<file path="src/rtl/mem_ctrl.sv">
// -----------------------------------------------------------------------------
// mem_ctrl
// Sequences one CPU request (up to four reads plus one write) onto a
// synchronous single-port RAM. The request is latched in IDLE. Reads are
// issued one per cycle, lowest port number first. The write goes out last, so
// every read in a request sees the RAM contents from before that request's
// write. The CPU is held off with 'stall' until the operation completes.
//
// Ports
//   clk, rst               : clock, synchronous active-high reset
//   m_write/m_inaddr/
//   m_indata               : CPU write request, address, data
//   m_readN/m_outaddrN     : CPU read request N=1..4 and its address
//   m_outdataN             : registered read data for port N
//   stall                  : CPU hold (combinational in IDLE)
//   ram_addr/ram_we/
//   ram_wdata/ram_rdata    : RAM side; rdata is valid one cycle after address
//   D_MSTATE, D_PEND       : debug: current state, pending {write, read4..1}
// -----------------------------------------------------------------------------
module mem_ctrl (
    input  logic        clk,
    input  logic        rst,
    input  logic        m_write,
    input  logic [13:0] m_inaddr,
    input  logic [9:0]  m_indata,
    input  logic        m_read1,
    input  logic [13:0] m_outaddr1,
    output logic [9:0]  m_outdata1,
    input  logic        m_read2,
    input  logic [13:0] m_outaddr2,
    output logic [9:0]  m_outdata2,
    input  logic        m_read3,
    input  logic [13:0] m_outaddr3,
    output logic [9:0]  m_outdata3,
    input  logic        m_read4,
    input  logic [13:0] m_outaddr4,
    output logic [9:0]  m_outdata4,
    output logic        stall,
    output logic [13:0] ram_addr,
    output logic        ram_we,
    output logic [9:0]  ram_wdata,
    input  logic [9:0]  ram_rdata,
    output logic [1:0]  D_MSTATE,
    output logic [4:0]  D_PEND
);

    typedef enum logic [1:0] {
        ST_IDLE = 2'b00,
        ST_RUN  = 2'b01,
        ST_DONE = 2'b10
    } state_t;

    state_t      r_state;
    logic [4:0]  r_pend;       // {write, read4, read3, read2, read1}
    logic [13:0] r_addr1;
    logic [13:0] r_addr2;
    logic [13:0] r_addr3;
    logic [13:0] r_addr4;
    logic [13:0] r_waddr;
    logic [9:0]  r_wdata;
    logic        r_cap_vld;    // a read was issued last cycle; rdata is valid now
    logic [1:0]  r_cap_port;   // which port that read belongs to
    logic [9:0]  r_out1;
    logic [9:0]  r_out2;
    logic [9:0]  r_out3;
    logic [9:0]  r_out4;

    logic        w_any_req;
    logic        w_rd_pend;
    logic [1:0]  w_rd_sel;
    logic [13:0] w_rd_addr;

    assign w_any_req  = m_write | m_read1 | m_read2 | m_read3 | m_read4;
    assign w_rd_pend  = |r_pend[3:0];
    assign m_outdata1 = r_out1;
    assign m_outdata2 = r_out2;
    assign m_outdata3 = r_out3;
    assign m_outdata4 = r_out4;
    assign ram_wdata  = r_wdata;
    assign D_MSTATE   = r_state;
    assign D_PEND     = r_pend;

    // Pick the lowest-numbered pending read and its latched address.
    always_comb begin
        w_rd_sel  = 2'd0;
        w_rd_addr = r_addr1;
        if (r_pend[0]) begin
            w_rd_sel  = 2'd0;
            w_rd_addr = r_addr1;
        end else if (r_pend[1]) begin
            w_rd_sel  = 2'd1;
            w_rd_addr = r_addr2;
        end else if (r_pend[2]) begin
            w_rd_sel  = 2'd2;
            w_rd_addr = r_addr3;
        end else if (r_pend[3]) begin
            w_rd_sel  = 2'd3;
            w_rd_addr = r_addr4;
        end else begin
            w_rd_sel  = 2'd0;
            w_rd_addr = r_addr1;
        end
    end

    // CPU hold and RAM command. stall must react to a new request in the same
    // IDLE cycle, so it is decoded from state rather than registered. Reset
    // forces every command inactive at once.
    always_comb begin
        stall    = 1'b0;
        ram_we   = 1'b0;
        ram_addr = 14'd0;
        if (rst) begin
            stall    = 1'b0;
            ram_we   = 1'b0;
            ram_addr = 14'd0;
        end else begin
            case (r_state)
                ST_IDLE: stall = w_any_req;
                ST_RUN: begin
                    stall = 1'b1;
                    if (w_rd_pend) begin
                        ram_addr = w_rd_addr;
                    end else if (r_pend[4]) begin
                        // Write only once every read has gone out; this is what
                        // gives reads the pre-write data for a shared address.
                        ram_we   = 1'b1;
                        ram_addr = r_waddr;
                    end else begin
                        ram_addr = 14'd0;
                    end
                end
                ST_DONE: stall = 1'b0;
                default: stall = 1'b0;
            endcase
        end
    end

    // Request latch, issue sequencing and read-data capture.
    always_ff @(posedge clk) begin
        if (rst) begin
            r_state    <= ST_IDLE;
            r_pend     <= 5'd0;
            r_addr1    <= 14'd0;
            r_addr2    <= 14'd0;
            r_addr3    <= 14'd0;
            r_addr4    <= 14'd0;
            r_waddr    <= 14'd0;
            r_wdata    <= 10'd0;
            r_cap_vld  <= 1'b0;
            r_cap_port <= 2'd0;
            r_out1     <= 10'd0;
            r_out2     <= 10'd0;
            r_out3     <= 10'd0;
            r_out4     <= 10'd0;
        end else begin
            // Capture of the read issued last cycle overlaps the next issue.
            if (r_cap_vld) begin
                case (r_cap_port)
                    2'd0:    r_out1 <= ram_rdata;
                    2'd1:    r_out2 <= ram_rdata;
                    2'd2:    r_out3 <= ram_rdata;
                    2'd3:    r_out4 <= ram_rdata;
                    default: r_out1 <= ram_rdata;
                endcase
            end else begin
                r_out1 <= r_out1;
            end

            case (r_state)
                ST_IDLE: begin
                    r_cap_vld <= 1'b0;
                    if (w_any_req) begin
                        r_pend  <= {m_write, m_read4, m_read3, m_read2, m_read1};
                        r_addr1 <= m_outaddr1;
                        r_addr2 <= m_outaddr2;
                        r_addr3 <= m_outaddr3;
                        r_addr4 <= m_outaddr4;
                        r_waddr <= m_inaddr;
                        r_wdata <= m_indata;
                        r_state <= ST_RUN;
                    end else begin
                        r_state <= ST_IDLE;
                    end
                end
                ST_RUN: begin
                    if (w_rd_pend) begin
                        r_pend     <= r_pend & ~(5'b00001 << w_rd_sel);
                        r_cap_vld  <= 1'b1;
                        r_cap_port <= w_rd_sel;
                    end else begin
                        // No read left to issue: this cycle finishes the last
                        // capture and/or the write, so the operation ends here.
                        r_pend    <= 5'd0;
                        r_cap_vld <= 1'b0;
                        r_state   <= ST_DONE;
                    end
                end
                ST_DONE: begin
                    r_cap_vld <= 1'b0;
                    r_state   <= ST_IDLE;
                end
                default: begin
                    // Unused encoding 2'b11 recovers to IDLE.
                    r_pend    <= 5'd0;
                    r_cap_vld <= 1'b0;
                    r_state   <= ST_IDLE;
                end
            endcase
        end
    end

endmodule

</file>
<file path="config.mk">
export PLATFORM = sky130hd
export DESIGN_NAME = mem_ctrl
export DESIGN_NICKNAME = d
export VERILOG_FILES = /design/src/rtl/mem_ctrl.sv
export SDC_FILE = /design/constraint.sdc
export NUM_CORES = 1
export LEC_CHECK = 0
export CORE_MARGIN = 3
export CORE_UTILIZATION = 45
export DETAILED_ROUTE_END_ITERATION = 7
export MAX_ROUTING_LAYER = met4
export PLACE_DENSITY = 0.76
export REMOVE_ABC_BUFFERS = 1
export SETUP_SLACK_MARGIN = 0.2
export SYNTH_ARGS = -nofsm -noshare
export SYNTH_HDL_FRONTEND = slang
export SYNTH_SLANG_ARGS = --single-unit
</file>
<file path="constraint.sdc">
create_clock -name clk -period 3.4 [get_ports clk]
set_input_delay 0.68 -clock clk [delete_from_list [all_inputs] [get_ports clk]]
set_output_delay 0.68 -clock clk [all_outputs]
set_load 0.02 [all_outputs]
</file>
==> results of run 1 <==
[cell type report]
cell class | count | area, um2 | share of cell area (%)
multi-input combinational | 473 | 3280 | 38.3
sequential | 130 | 2610 | 30.5
tap | 176 | 220 | 2.57
inverter | 3 | 11.3 | 0.131
clock inverter | 15 | 184 | 2.15
antenna | 1 | 2.50 | 0.0292
clock buffer | 17 | 425 | 4.97
timing repair buffer | 185 | 1830 | 21.3
[state kept, by name, indices dropped and copies added, names as in the netlist, 14 cells and up]
signal,flops
r_addr1,14
r_addr2,14
r_addr3,14
r_addr4,14
r_waddr,14
[critical path: stages]
cell and delay [ns]:
clkdlybuf4s50_1 0.44, nor3_2 0.36, nand2_1 0.15, o21a_1 0.21, clkdlybuf4s50_1 0.55
[power breakdown]
| part | switching, mW | internal [mW] |
|---|---|---|
| Sequential | 0.134 | 1.73 |
| Clock | 0.716 | 1.16 |
| Combinational | 0.608 | 0.624 |
[cell usage in the layout (no fill, tap or decap), drive strengths merged, types with 4 or more instances in the layout]
cell type / count
nor2: 36
clkinv: 6
inv: 6
nor3b: 13
nand2: 47
mux2i: 110
o21ai: 5
buf: 17
nand2b: 160
clkdlybuf4s50: 167
a32oi: 4
nand3b: 6
and3: 4
nor2b: 14
a21oi: 29
clkbuf: 17
nor3: 5
o31ai: 11
dfxtp: 130
a22o: 11
[worst max path at each step]
stage                                         from                      end  slack (ns)  depth (start not counted)
final                                      m_read4                    stall        0.32                          5
after global routing      D_MSTATE[0]$_SDFFE_PP0N_              ram_addr[0]        0.19                          6
after CTS                 D_MSTATE[1]$_SDFFE_PP0N_              ram_addr[3]        0.21                          5
after detailed placement                       rst              ram_addr[3]        0.27                          6
after global placement                         rst              ram_addr[2]        0.30                          6
after floorplan                            m_read3  r_addr1[0]$_SDFFE_PP0P_       -6.50                          3
[what timing repair did]
action,4_1_cts,5_1_grt
endpoints found under the hold margin,0,0
pin swaps,1,0
gates resized for setup,2,5
cloned,0,0
setup buffers,1,0
setup endpoints to repair,13,13
[cells by family (layout without fill, tap and decap cells)]
kind of cell | count (synthesis) | in the layout
compound gates | 70 | 70
other cells | 0 | 1
flops | 130 | 130
simple gates | 292 | 292
buf+inv | 58 | 220
mux | 111 | 111
[through the flow]
stage          power (mW)  utilization (%)  setup WS, ns
6_report             4.97             64.2         0.318
5_1_grt              5.20             64.2         0.190
4_1_cts              5.01             64.1         0.214
3_5_place_dp         3.12             59.4         0.267
3_3_place_gp         3.09             59.4         0.302
2_1_floorplan        2.70                -         -6.50
[routing by layer]
metal | wire, um | track usage, % | share of wire, % | up-vias
li1 | - | - | - | 2512
met1 | 6830 | 25.2 | 44 | 2370
met2 | 7120 | 34.2 | 46 | 175
met3 | 1280 | 6.82 | 8.3 | 17
met4 | 203 | 6.99 | 1.3 | 0
met5 | 0 | - | 0 | -
==> impl_results.md, run 1 <==
- Status: finished clean
- Leak: 3.50 nW
- Cts hold-fix bufs: 0
- Top-count cell post-synth: nand2b_1
- Max Cap Violations: 0
- Die ar.: 15200 um2
- CP Launch Type: input pin
- Share of cells above drive strength 1: 7.78%
- Placed cells: 966
- Clk_skew: 0.00570 ns
- Worst-Margin Slew: 1.14 ns
- Die width: 123 um
- CTS Root Cell: clkbuf_16
- Netlist Area Pre-Place: 6180 um2
- Vias in the first global route: 5069
- Num ports: 170
- Hold Startpoint: ram_wdata[0]$_SDFFE_PP0P_
- Crit path kind: in2out
- WP data arrival: 2.40 ns
- Layout area overhead: 38.5%
- Setup tns final: 0 ns
- RSZ-0062 raised after global routing: true
- Grt ovf: 0
- Initial antenna violation count: 1
- Max H-tree Level: 4
- Period Utilization, post-route: 90.6%
- Headroom to the max-slew limit: 23.6%
- NumNets Final: 907
- Compound-Gate Fraction of Synth Area: 7.69%
- Detail Placement HPWL: 10700 um
- Mux contribution to synthesized area: 18.0%
- Setup slack, reg-to-reg: 1.59 ns
- Antenna viol nets, final: 0
- Via density: 5.07
- Clk_lat worst skew: 0.42 ns
- Power Density: 580 nW/um2
- FF-to-FF End: m_outdata1[9]$_SDFFE_PP0P_
- Worst Hold Path EP: ram_wdata[0]$_SDFFE_PP0P_
- Synthesis-stage register bit count: 130
- Crit. End Element: output port
- Final Max Tran Viols: 0
- CTS Buffer Depth: 2
- Simple-gate share of the synthesized area: 27.0%
- FF-to-FF path depth: 3
- First-pass GRT wire length: 24600 um
- Min Tclk post-route: 3.08 ns
- RR Startpoint: r_cap_vld$_SDFF_PP0_
- Ys flop type: dfxtp_1
- Clock Sinks: 130
- Highest clock rate: 325 MHz
- Drt first pass iters: 4
- Port buffer count: 169
- Cells after synthesis: 661
- Synth Area in XOR/XNOR: 0%
- Routed length per instance: 15.4 um
- Worst hold path cell count: 2
- Placement Cell Area: 7930 um2
- Largest net degree at the start of global routing: 147
- Initial DRC Count: 325
- Synth warnings: 0
- Gr usage total: 21.2%
- CP required: 2.72 ns
- Count of flip-flops with a built-in enable after synthesis: 0
- Row cnt: 42
- Final Hold Fails: 0
- Setup violations, final: 0
- Post-Synth Adder-Cell Area: 0%
- Synth async-reset ratio: 0%
- Top-area cell type share of the netlist area: 42.1%
- Final Routed Wirelength: 15400 um
- Worst hold margin: 0.468 ns
- Synth area leader: dfxtp_1
- Crit-path max FO: 4
- Ranking of synthesized cells by area: dfxtp_1, mux2i_1, nand2b_1
- Syn avg cell area: 9.35 um2
- Initial core utilization: 46.3%
- DR vias: 5074
- Tightest Hold Check Type: reg2reg
- Largest family of logic cells by synthesized area: simple AND/OR/NAND/NOR gates
- Final instance area: 8560 um2
- Post-synthesis sequential area ratio: 42.1%
- Total CTS buffers: 17
- Library cells used by synthesis: 42
- CTS clock-pin slew for the worst setup and hold paths: 0.06 ns
- Peak VDD IR: 0.305 mV
- CTS tree: done
- Non-Filler Instances: 1000
- Die Span Y: 123 um
- Top cells by count, synth: nand2b_1, dfxtp_1, mux2i_1
- Fillers: 1104
- Number of remaining DRC errors: 0
- Core area: 13300 um2
- Gpl congestion: 0.785
(Power assumes the default switching activity.)
==> inputs of run 2 (changes only) <==
Settings changed: SLEW_MARGIN from default to 40.
==> run 2 against run 1 <==
Effect of this change:
- clock skew shrank 0.0012 ns
- via count grew 0.34%
- critical path depth is the same
- sequential share of layout area shrank 0.062 points
- largest cell class unchanged
- highest routed layer unchanged
==> impl_results.md, run 2 (same netlist as run 1, synthesis figures left out) <==
- Routed length per instance: 15.5 um (was 15.4 um)
- Gr usage total: 21.3% (was 21.2%)
- Multi-input gate area: 3290 um2 (was 3280 um2)
- First-pass GRT wire length: 24700 um (was 24600 um)
- Drt first pass iters: 5 (was 4)
- Total CTS buffers: 17 (unchanged)
- Clk_skew: 0.00452 ns (was 0.00570 ns)
- Row cnt: 42 (unchanged)
- Crit path buf inv count: 2 (unchanged)
- Most frequent cells in the layout: clkdlybuf4s50_1, nand2b_1, dfxtp_1 (unchanged)
- Max H-tree Level: 4 (unchanged)
- Crit. End Element: output port (unchanged)
- Setup violations, final: 0 (unchanged)
- Gpl congestion: 0.785 (unchanged)
- Period Utilization, post-route: 91.2% (was 90.6%)
- Cts hold-fix bufs: 0 (unchanged)
- Initial antenna violation count: 2 (was 1)
- CP peak stage delay: 0.65 ns (was 0.55 ns)
- Min Tclk post-route: 3.10 ns (was 3.08 ns)
- Crit path kind: reg2out (was in2out)
- Layout area overhead: 38.8% (was 38.5%)
- NumNets Final: 907 (unchanged)
- Die Span Y: 123 um (unchanged)
- CP required: 2.72 ns (about the same)
- CTS Root Cell: clkbuf_16 (unchanged)
- CTS Buffer Depth: 2 (unchanged)
- Critical path's slowest cell: clkdlybuf4s50_1 (unchanged)
- WP data arrival: 2.42 ns (was 2.40 ns)
- Port buffer count: 169 (unchanged)
- CTS clock-pin slew for the worst setup and hold paths: 0.06 ns (about the same)
- Die ar.: 15200 um2 (unchanged)
- Final Max Tran Viols: 0 (unchanged)
- Grt ovf: 0 (unchanged)
- Initial core utilization: 46.3% (unchanged)
- Max Cap Violations: 0 (unchanged)
- Via density: 5.09 (was 5.07)
- Clk_lat worst skew: 0.42 ns (about the same)
- Headroom to the max-slew limit: 49.4% (was 23.6%)
- Most common cell after layout, fill and taps aside: clkdlybuf4s50_1 (unchanged)
- Final Routed Wirelength: 15500 um (was 15400 um)
- CP top delay family: buffers and inverters (unchanged)
- Initial DRC Count: 279 (was 325)
- DR vias: 5091 (was 5074)
- FF+latch area: 2610 um2 (unchanged)
- Crit-path max FO: 21 (was 4)
- Design Power: 4.96 mW (was 4.97 mW)
- Cells along the critical path: buf_4 > a21oi_1 > a221o_1 > a221oi_2 > clkdlybuf4s50_1 (was clkdlybuf4s50_1 > nor3_2 > nand2_1 > o21a_1 > clkdlybuf4s50_1)
- Worst-Margin Slew: 0.757 ns (was 1.14 ns)
- Core area: 13300 um2 (unchanged)
- Detail Placement HPWL: 10800 um (was 10700 um)
- Tightest Hold Check Type: reg2reg (unchanged)
- Leak: 3.55 nW (was 3.50 nW)
- Power Density: 578 nW/um2 (was 580 nW/um2)
- Fillers: 1123 (was 1104)
- Number of remaining DRC errors: 0 (unchanged)
- Vias in the first global route: 5049 (was 5069)
- Highest clock rate: 323 MHz (was 325 MHz)
- CP Launch Type: flip-flop (was input pin)
- Clock Sinks: 130 (unchanged)
- Num ports: 170 (unchanged)
- Worst hold margin: 0.462 ns (was 0.468 ns)
- Final Hold Fails: 0 (unchanged)
- CTS tree: done (unchanged)
- Status: finished clean (unchanged)
- Peak VDD IR: 0.343 mV (was 0.305 mV)
- Share of cells above drive strength 1: 7.78% (unchanged)
- RSZ-0062 raised after global routing: true (unchanged)
- Largest net degree at the start of global routing: 147 (unchanged)
- Antenna viol nets, final: 0 (unchanged)
- Die width: 123 um (unchanged)
run 2: cell count changes in the layout (fill, tap and decap cells not counted), sizes merged:
cell / change
clkdlybuf4s50: -3
clkinvlp: +2
inv: +1
dlymetal6s2s: +3
clkinv: -3
diode: +1
run 2: final cells by class:
class                      instances  area share [%]
clock buffer                      17            4.96
multi-input combinational        473            38.3
clock inverter                    15            2.11
timing repair buffer             185            21.4
tap                              176            2.57
sequential                       130            30.4
inverter                           3           0.131
antenna                            2          0.0583
run 2: power by group:
part           internal (mW)  switching (mW)  total (mW)
Combinational          0.623           0.606        1.23
Clock                   1.16           0.702        1.86
Sequential              1.73           0.138        1.87
run 2: layer usage:
| metal | wire, um | up-vias | track usage (%) |
|---|---|---|---|
| met2 | 7390 | 173 | 34.0 |
| met5 | 0 | - | - |
| li1 | - | 2523 | - |
| met1 | 6700 | 2386 | 25.0 |
| met3 | 1340 | 9 | 8.05 |
| met4 | 94 | 0 | 6.37 |
run 2: per-stage QoR:
stage               setup slack [ns]  std cells  cell area [um2]  setup TNS, ns  util [%]
floorplan                      -6.50        606             5870        -520.13         -
global placement               0.302        966             7930              0      59.4
detailed placement             0.247        966             7940              0      59.5
CTS                            0.205        999             8560              0      64.1
global route                   0.181       1001             8580              0      64.3
finish                         0.299       1001             8580              0      64.3
run 2: tightest hold or removal path, delay by kind of cell (launching register included):
family / cells / cell delay [ns]
flops: 1 / 0.31
simple gates: 1 / 0.05
compound gates: 1 / 0.05
run 2: worst paths after layout:
| check | startpoint | endpoint | slack, ns | cells after the start |
|---|---|---|---|---|
| worst min register to register | m_outdata4[8]$_SDFFE_PP0P_ | m_outdata4[8]$_SDFFE_PP0P_ | 0.46 | 2 |
| worst max register to register | r_cap_port[0]$_SDFFE_PP0P_ | m_outdata2[3]$_SDFFE_PP0P_ | 1.84 | 3 |
| worst max-delay path | D_PEND[3]$_SDFFE_PP0P_ | ram_addr[13] | 0.30 | 5 |
| worst min-delay path | m_outdata4[8]$_SDFFE_PP0P_ | m_outdata4[8]$_SDFFE_PP0P_ | 0.46 | 2 |
run 2: timing repair:
item	4_1_cts	5_1_grt
cloned	0	0
resized for setup	3	7
endpoints found under the setup margin	13	13
buffers inserted	1	0
pin swaps	1	0
